[config.mk]
export PLATFORM = sky130hd
export DESIGN_NAME = ir_tx_queue
export DESIGN_NICKNAME = d
export VERILOG_FILES = /design/src/rtl/ir_tx_queue.sv
export SDC_FILE = /design/constraint.sdc
export NUM_CORES = 1
export LEC_CHECK = 0
export ABC_AREA = 1
export CAP_MARGIN = 20
export CORE_ASPECT_RATIO = 1.1
export CORE_MARGIN = 2
export CORE_UTILIZATION = 43
export DETAILED_ROUTE_END_ITERATION = 7
export GPL_TIMING_DRIVEN = 0
export PLACE_DENSITY = 0.63
export SLEW_MARGIN = 20
export SYNTH_ARGS = -nofsm -noshare
export SYNTH_HDL_FRONTEND = slang
export SYNTH_SLANG_ARGS = --single-unit
[constraint.sdc]
create_clock -name PCLK -period 2.2 [get_ports PCLK]
set_input_delay 0.44 -clock PCLK [delete_from_list [all_inputs] [get_ports PCLK]]
set_output_delay 0.44 -clock PCLK [all_outputs]
set_load 0.005 [all_outputs]
[src/rtl/ir_tx_queue.sv]
// ir_tx_queue: byte FIFO feeding a UART-style serializer that drives an IR LED
// with carrier-modulated marks (start = mark, data 0 = mark, stop = space).
module ir_tx_queue #(
  parameter int DEPTH        = 8,
  parameter int BIT_CYCLES   = 2000,
  parameter int CARRIER_HALF = 526
) (
  input  logic       PCLK,
  input  logic       RESET,
  input  logic [7:0] MSG,
  input  logic       ENQUEUE,
  output logic       BUF_FULL,
  output logic       BUF_EMPTY,
  output logic       BUSY,
  output logic       IR_OUT
);

  localparam int AW = (DEPTH > 1) ? $clog2(DEPTH) : 1;
  localparam int BW = (BIT_CYCLES > 1) ? $clog2(BIT_CYCLES) : 1;
  localparam int CW = (CARRIER_HALF > 1) ? $clog2(CARRIER_HALF) : 1;

  localparam logic [AW:0]   CNT_FULL = (AW + 1)'(DEPTH);
  localparam logic [BW-1:0] BIT_LAST = BW'(BIT_CYCLES - 1);
  localparam logic [CW-1:0] CAR_LAST = CW'(CARRIER_HALF - 1);

  localparam logic [1:0] S_IDLE  = 2'd0;
  localparam logic [1:0] S_START = 2'd1;
  localparam logic [1:0] S_DATA  = 2'd2;
  localparam logic [1:0] S_STOP  = 2'd3;

  // FIFO storage and control
  logic [7:0]    r_mem [DEPTH];
  logic [AW-1:0] r_wr_ptr;
  logic [AW-1:0] r_rd_ptr;
  logic [AW:0]   r_count;

  // Serializer and carrier state
  logic [1:0]    r_state;
  logic [BW-1:0] r_bit_cnt;
  logic [2:0]    r_idx;
  logic [7:0]    r_shift;
  logic [CW-1:0] r_car_cnt;
  logic          r_carrier;
  logic          r_ir;

  logic          w_full;
  logic          w_empty;
  logic          w_wr;
  logic          w_pop;
  logic          w_bit_end;
  logic [1:0]    w_state_nxt;
  logic [BW-1:0] w_bit_cnt_nxt;
  logic [2:0]    w_idx_nxt;
  logic [7:0]    w_shift_nxt;
  logic [CW-1:0] w_car_cnt_nxt;
  logic          w_carrier_nxt;
  logic          w_mark_nxt;

  assign w_full    = (r_count == CNT_FULL);
  assign w_empty   = (r_count == '0);
  // A write landing in an empty FIFO is only visible to the pop a cycle later
  // because the pop looks at the registered count.
  assign w_wr      = ENQUEUE && !w_full;
  assign w_pop     = (r_state == S_IDLE) && !w_empty;
  assign w_bit_end = (r_bit_cnt == BIT_LAST);

  assign BUF_FULL  = w_full;
  assign BUF_EMPTY = w_empty;
  assign BUSY      = (r_state != S_IDLE);
  assign IR_OUT    = r_ir;

  // Next serializer state: bit timer, data bit index and shift register
  always_comb begin
    w_state_nxt   = r_state;
    w_bit_cnt_nxt = r_bit_cnt;
    w_idx_nxt     = r_idx;
    w_shift_nxt   = r_shift;
    if (r_state != S_IDLE) begin
      w_bit_cnt_nxt = w_bit_end ? '0 : (r_bit_cnt + BW'(1));
    end
    case (r_state)
      S_IDLE: begin
        if (w_pop) begin
          w_state_nxt   = S_START;
          w_bit_cnt_nxt = '0;
          w_shift_nxt   = r_mem[r_rd_ptr];
        end
      end
      S_START: begin
        if (w_bit_end) begin
          w_state_nxt = S_DATA;
          w_idx_nxt   = 3'd0;
        end
      end
      S_DATA: begin
        if (w_bit_end) begin
          w_shift_nxt = {1'b0, r_shift[7:1]};
          if (r_idx == 3'd7) begin
            w_state_nxt = S_STOP;
          end else begin
            w_idx_nxt = r_idx + 3'd1;
          end
        end
      end
      default: begin
        if (w_bit_end) begin
          w_state_nxt = S_IDLE;
        end
      end
    endcase
  end

  // Next carrier phase; restarted high on every frame start
  always_comb begin
    w_car_cnt_nxt = r_car_cnt;
    w_carrier_nxt = r_carrier;
    if (w_pop) begin
      w_car_cnt_nxt = '0;
      w_carrier_nxt = 1'b1;
    end else if (r_car_cnt == CAR_LAST) begin
      w_car_cnt_nxt = '0;
      w_carrier_nxt = !r_carrier;
    end else begin
      w_car_cnt_nxt = r_car_cnt + CW'(1);
    end
  end

  // Mark level of the bit that will be on the line after this edge
  always_comb begin
    w_mark_nxt = 1'b0;
    case (w_state_nxt)
      S_START: w_mark_nxt = 1'b1;
      S_DATA:  w_mark_nxt = !w_shift_nxt[0];
      default: w_mark_nxt = 1'b0;
    endcase
  end

  // FIFO pointers and occupancy
  always_ff @(posedge PCLK or posedge RESET) begin
    if (RESET) begin
      r_wr_ptr <= '0;
      r_rd_ptr <= '0;
      r_count  <= '0;
    end else begin
      if (w_wr) begin
        r_wr_ptr <= r_wr_ptr + AW'(1);
      end
      if (w_pop) begin
        r_rd_ptr <= r_rd_ptr + AW'(1);
      end
      r_count <= r_count + (AW + 1)'(w_wr) - (AW + 1)'(w_pop);
    end
  end

  // FIFO storage and frame shift register carry data only, no reset needed
  always_ff @(posedge PCLK) begin
    if (w_wr) begin
      r_mem[r_wr_ptr] <= MSG;
    end
    r_shift <= w_shift_nxt;
  end

  // Serializer control, carrier and registered LED drive
  always_ff @(posedge PCLK or posedge RESET) begin
    if (RESET) begin
      r_state   <= S_IDLE;
      r_bit_cnt <= '0;
      r_idx     <= 3'd0;
      r_car_cnt <= '0;
      r_carrier <= 1'b0;
      r_ir      <= 1'b0;
    end else begin
      r_state   <= w_state_nxt;
      r_bit_cnt <= w_bit_cnt_nxt;
      r_idx     <= w_idx_nxt;
      r_car_cnt <= w_car_cnt_nxt;
      r_carrier <= w_carrier_nxt;
      r_ir      <= w_carrier_nxt && w_mark_nxt && (w_state_nxt != S_IDLE);
    end
  end

endmodule
==> results of run 1 <==
## power breakdown
part	switching (µW)	leakage, µW	internal, µW
Sequential	98.9	0.00113	2460
Combinational	425	0.000951	289
Clock	770	0.000158	1010
## cell type report
class | count | area [µm²] | area share
timing repair buffer | 24 | 227.7 | 0.03948
clock buffer | 9 | 225.2 | 0.03905
multi-input combinational | 290 | 1659 | 0.2876
tap | 150 | 187.7 | 0.03254
inverter | 49 | 188.9 | 0.03275
sequential | 110 | 3105 | 0.5384
buffer | 11 | 68.82 | 0.01193
clock inverter | 7 | 105.1 | 0.01822
## metal layers
| metal | part of all wire | GRT usage | up-vias |
|---|---|---|---|
| met5 | 0 | 0 | - |
| met4 | 0.024 | 0.09211 | 0 |
| met3 | 0.046 | 0.02232 | 18 |
| met2 | 0.51 | 0.3295 | 83 |
| met1 | 0.42 | 0.2210 | 1655 |
| li1 | - | - | 1649 |
## critical path: cells and delay by family (launching register included)
kind                       cells  cell delay (ns)
DFF                            1             0.34
adders and majority gates      1             0.19
buffers and inverters          1             0.06
and+or+nand+nor                4             1.22
## cell families after synthesis
logic type,Yosys count
compound gates,73
xor+xnor,11
fa+ha+maj,17
buf+inv,60
flops,110
simple gates,189
## final timing paths
check	from	to	slack (ns)
setup / recovery	r_count[2]	r_mem[0][2]	0.009
hold / removal	RESET	r_count[3]	0.33
setup reg to reg	r_count[2]	r_mem[0][2]	0.009
hold reg to reg	r_car_cnt[0]	r_car_cnt[0]	0.50
max in group asynchronous	RESET	r_count[1]	1.44
min in group PCLK	r_car_cnt[0]	r_car_cnt[0]	0.50
## what timing repair did
item                       4_1_cts  5_1_grt
setup endpoints to repair       16       67
buffers inserted                 4        5
pin swaps                        2        2
gates resized for setup         13       10
## Yosys cell counts (2+ instances only)
library cell	number	area, µm²
o21ai_1	3	15.01
ha_1	16	200.2
nand2_2	3	18.77
o22ai_1	7	43.79
inv_1	45	168.9
edfxtp_1	71	2132
xor2_1	7	61.31
o221ai_1	10	87.58
a21oi_1	6	30.03
dfrtp_1	38	950.9
nor2_4	4	45.04
clkbuf_1	4	15.01
nand3_1	27	135.1
buf_2	5	25.02
nor2_2	4	25.02
nand2_1	71	266.5
o21ai_0	42	210.2
o211ai_1	3	22.52
nor2_1	60	225.2
nor3_1	5	25.02
xnor2_1	4	35.03
inv_2	2	7.510
nand4_2	2	25.02
nand4_1	5	31.28
nor3b_1	2	15.01
## state kept, by name, summed over array words and instances, names as in the netlist, 2 cells and up
| signal | flops |
|---|---|
| r_bit_cnt | 11 |
| r_car_cnt | 10 |
| r_count | 4 |
| r_idx | 3 |
| r_mem | 64 |
| r_rd_ptr | 3 |
| r_shift | 8 |
| r_state | 2 |
| r_wr_ptr | 3 |
## cell usage in the layout (no fill, tap or decap), drive strengths merged, types with 3 or more instances in the layout
master	Yosys	routed
a21oi	7	7
buf	7	17
clkbuf	4	13
clkdlybuf4s50	0	14
clkinv	2	4
dfrtp	38	38
edfxtp	71	71
ha	16	16
inv	47	48
nand2	75	75
nand3	28	28
nand4	7	7
nor2	68	68
nor3	6	6
o211ai	3	3
o21ai	45	45
o221ai	10	10
o22ai	7	7
xnor2	4	4
xor2	7	7
## stage by stage
step	hold WS, ns	instance area [µm²]	setup TNS (ns)
4_1_cts	0.3175	5704	-0.1365
3_5_place_dp	0.4851	5299	-13.36
3_3_place_gp	0.4771	5279	-12.11
6_report	0.3270	5768	0
5_1_grt	0.3463	5768	-3.173
2_1_floorplan	0.4605	4951	0
==> results.py, run 1 <==
metrics = {
    "synthesis": {
        "synthAdderAreaFrac": 0.04448,
        "synth_top_family_by_area": "simple AND/OR/NAND/NOR gates",
        "synthFlopType": "edfxtp_1",
        "synth_xor_area_frac": 0.01946,
        "synth_mux_area_frac": 0,
        "synth_seq_cells": 110,
        "async_flop_share": 0.3455,
        "syn_inst": 460,
        "synth_seq_area_share": 0.6267,
        "synth_edf_count": 71,
        "syn-num-nets": 488,
        "synth.cell_area_um2": 4951,
        "yosys.area_share.simple": 0.1744,
        "synth_compound_area_frac": 0.08567,
        "synth.distinct_cells": 39,
        "yosysWarnings": 0,
        "post_synth.cell_area_avg_um2": 10.76,
    },
    "final_layout": {
        "syn_to_final_growth_pct": 16.50,
        "num_antenna_cells": 0,
        "post-route-util": 0.5088,
        "fin_cells": 650,
        "drive_above_1_share": 0.1420,
        "final_nets": 523,
        "fillerInstances": 1022,
    },
    "detailed_routing": {
        "drt-total-wl_um": 10350,
        "wl_per_cell_um": 15.92,
        "drt_iter0_drc": 201,
        "drcViolationCount": 0,
        "drt_first_pass_iters": 4,
        "vias_per_cell": 5.238,
        "final_antenna_net_count": 0,
        "num_vias": 3405,
    },
    "clocking": {
        "numClockSinks": 110,
        "cts_buffers": 9,
        "cts_tree": "built",
        "cts_htree_levels": 3,
        "clock-root-buffer": "clkbuf_16",
        "clkSlewWorstSetupHoldPaths_ns": 0.07,
        "ctsHoldBuffers": 0,
        "clk_path_buf_depth": 2,
        "clkLatencyLatePin_ns": 0.35,
    },
    "power": {
        "p_total_uw": 5059,
        "p_leak_uw": 0.002236,
        "cellPowerDensity_nw_per_um2": 877.1,
        "vdd_drop_max_mv": 0.5056,
    },
    "sta": {
        "slew_violations": 0,
        "finalCriticalPeriod_ns": 2.191,
        "fmax_mhz": 456.4,
        "rsz0062_at_grt": "true",
        "period_share": 0.9960,
        "fin_skew_ns": 0.008502,
        "setup_violations": 0,
        "setup_slack_ns": 0.008757,
        "hold_violations": 0,
        "slew_headroom": 0.3964,
        "tightestPinTransition_ns": 0.9020,
    },
    "setup_path": {
        "critPathLaunchType": "register",
        "crit_slowest_cell": "nor2_1",
        "max_stage_delay_ns": 0.70,
        "arrival_ns": 2.16,
        "crit_fanout": 8,
        "crit_top_cell": "nand2_1",
        "path_class": "register to register",
        "cp_cell_sequence": "inv_2 > ha_1 > nand2_1 > nand2_1 > or2_2 > nor2_1",
        "reg2regPathDepth": 6,
        "worst-endpoint-required_ns": 2.17,
        "crit_path_end_kind": "register",
    },
    "global_routing": {
        "grt_pass1_vias": 3471,
        "grt_pass1_wl_um": 17230,
        "antenna_found_initial": 0,
        "gr-usage-all-layers": 0.1841,
        "grt_overflow": 0,
        "grt_start_max_net_pins": 34,
    },
    "placement": {
        "globalplace.congestion": 0.7768,
        "dpl.cell_count": 625,
        "dp_hpwl_um": 6894,
        "pre_cts_ws_ns": -0.3676,
        "portBuffers": 14,
    },
    "floorplan": {
        "die_area_um2": 12390,
        "fp.coreArea_um2": 11340,
        "fp.dieW_um": 106.3,
        "initial_core_util": 0.4367,
        "fp-row-count": 41,
        "dieHeight_um": 116.5,
        "io_pins": 15,
    },
    "status": {
        "outcome": "finished, final reports clean",
    },
    "worst_hold_path": {
        "hold_class": "primary input to async pin",
    },
    "flow_run": {
        "maxCapViolCount": 0,
    },
}
No activity file was read; power rests on OpenSTA's default activity.
==> run 2, diff against run 1 <==
- CAP_MARGIN: 20 -> unset
==> results of run 2 <==
The final DEF is identical to that of run 1; final timing and power are the same.
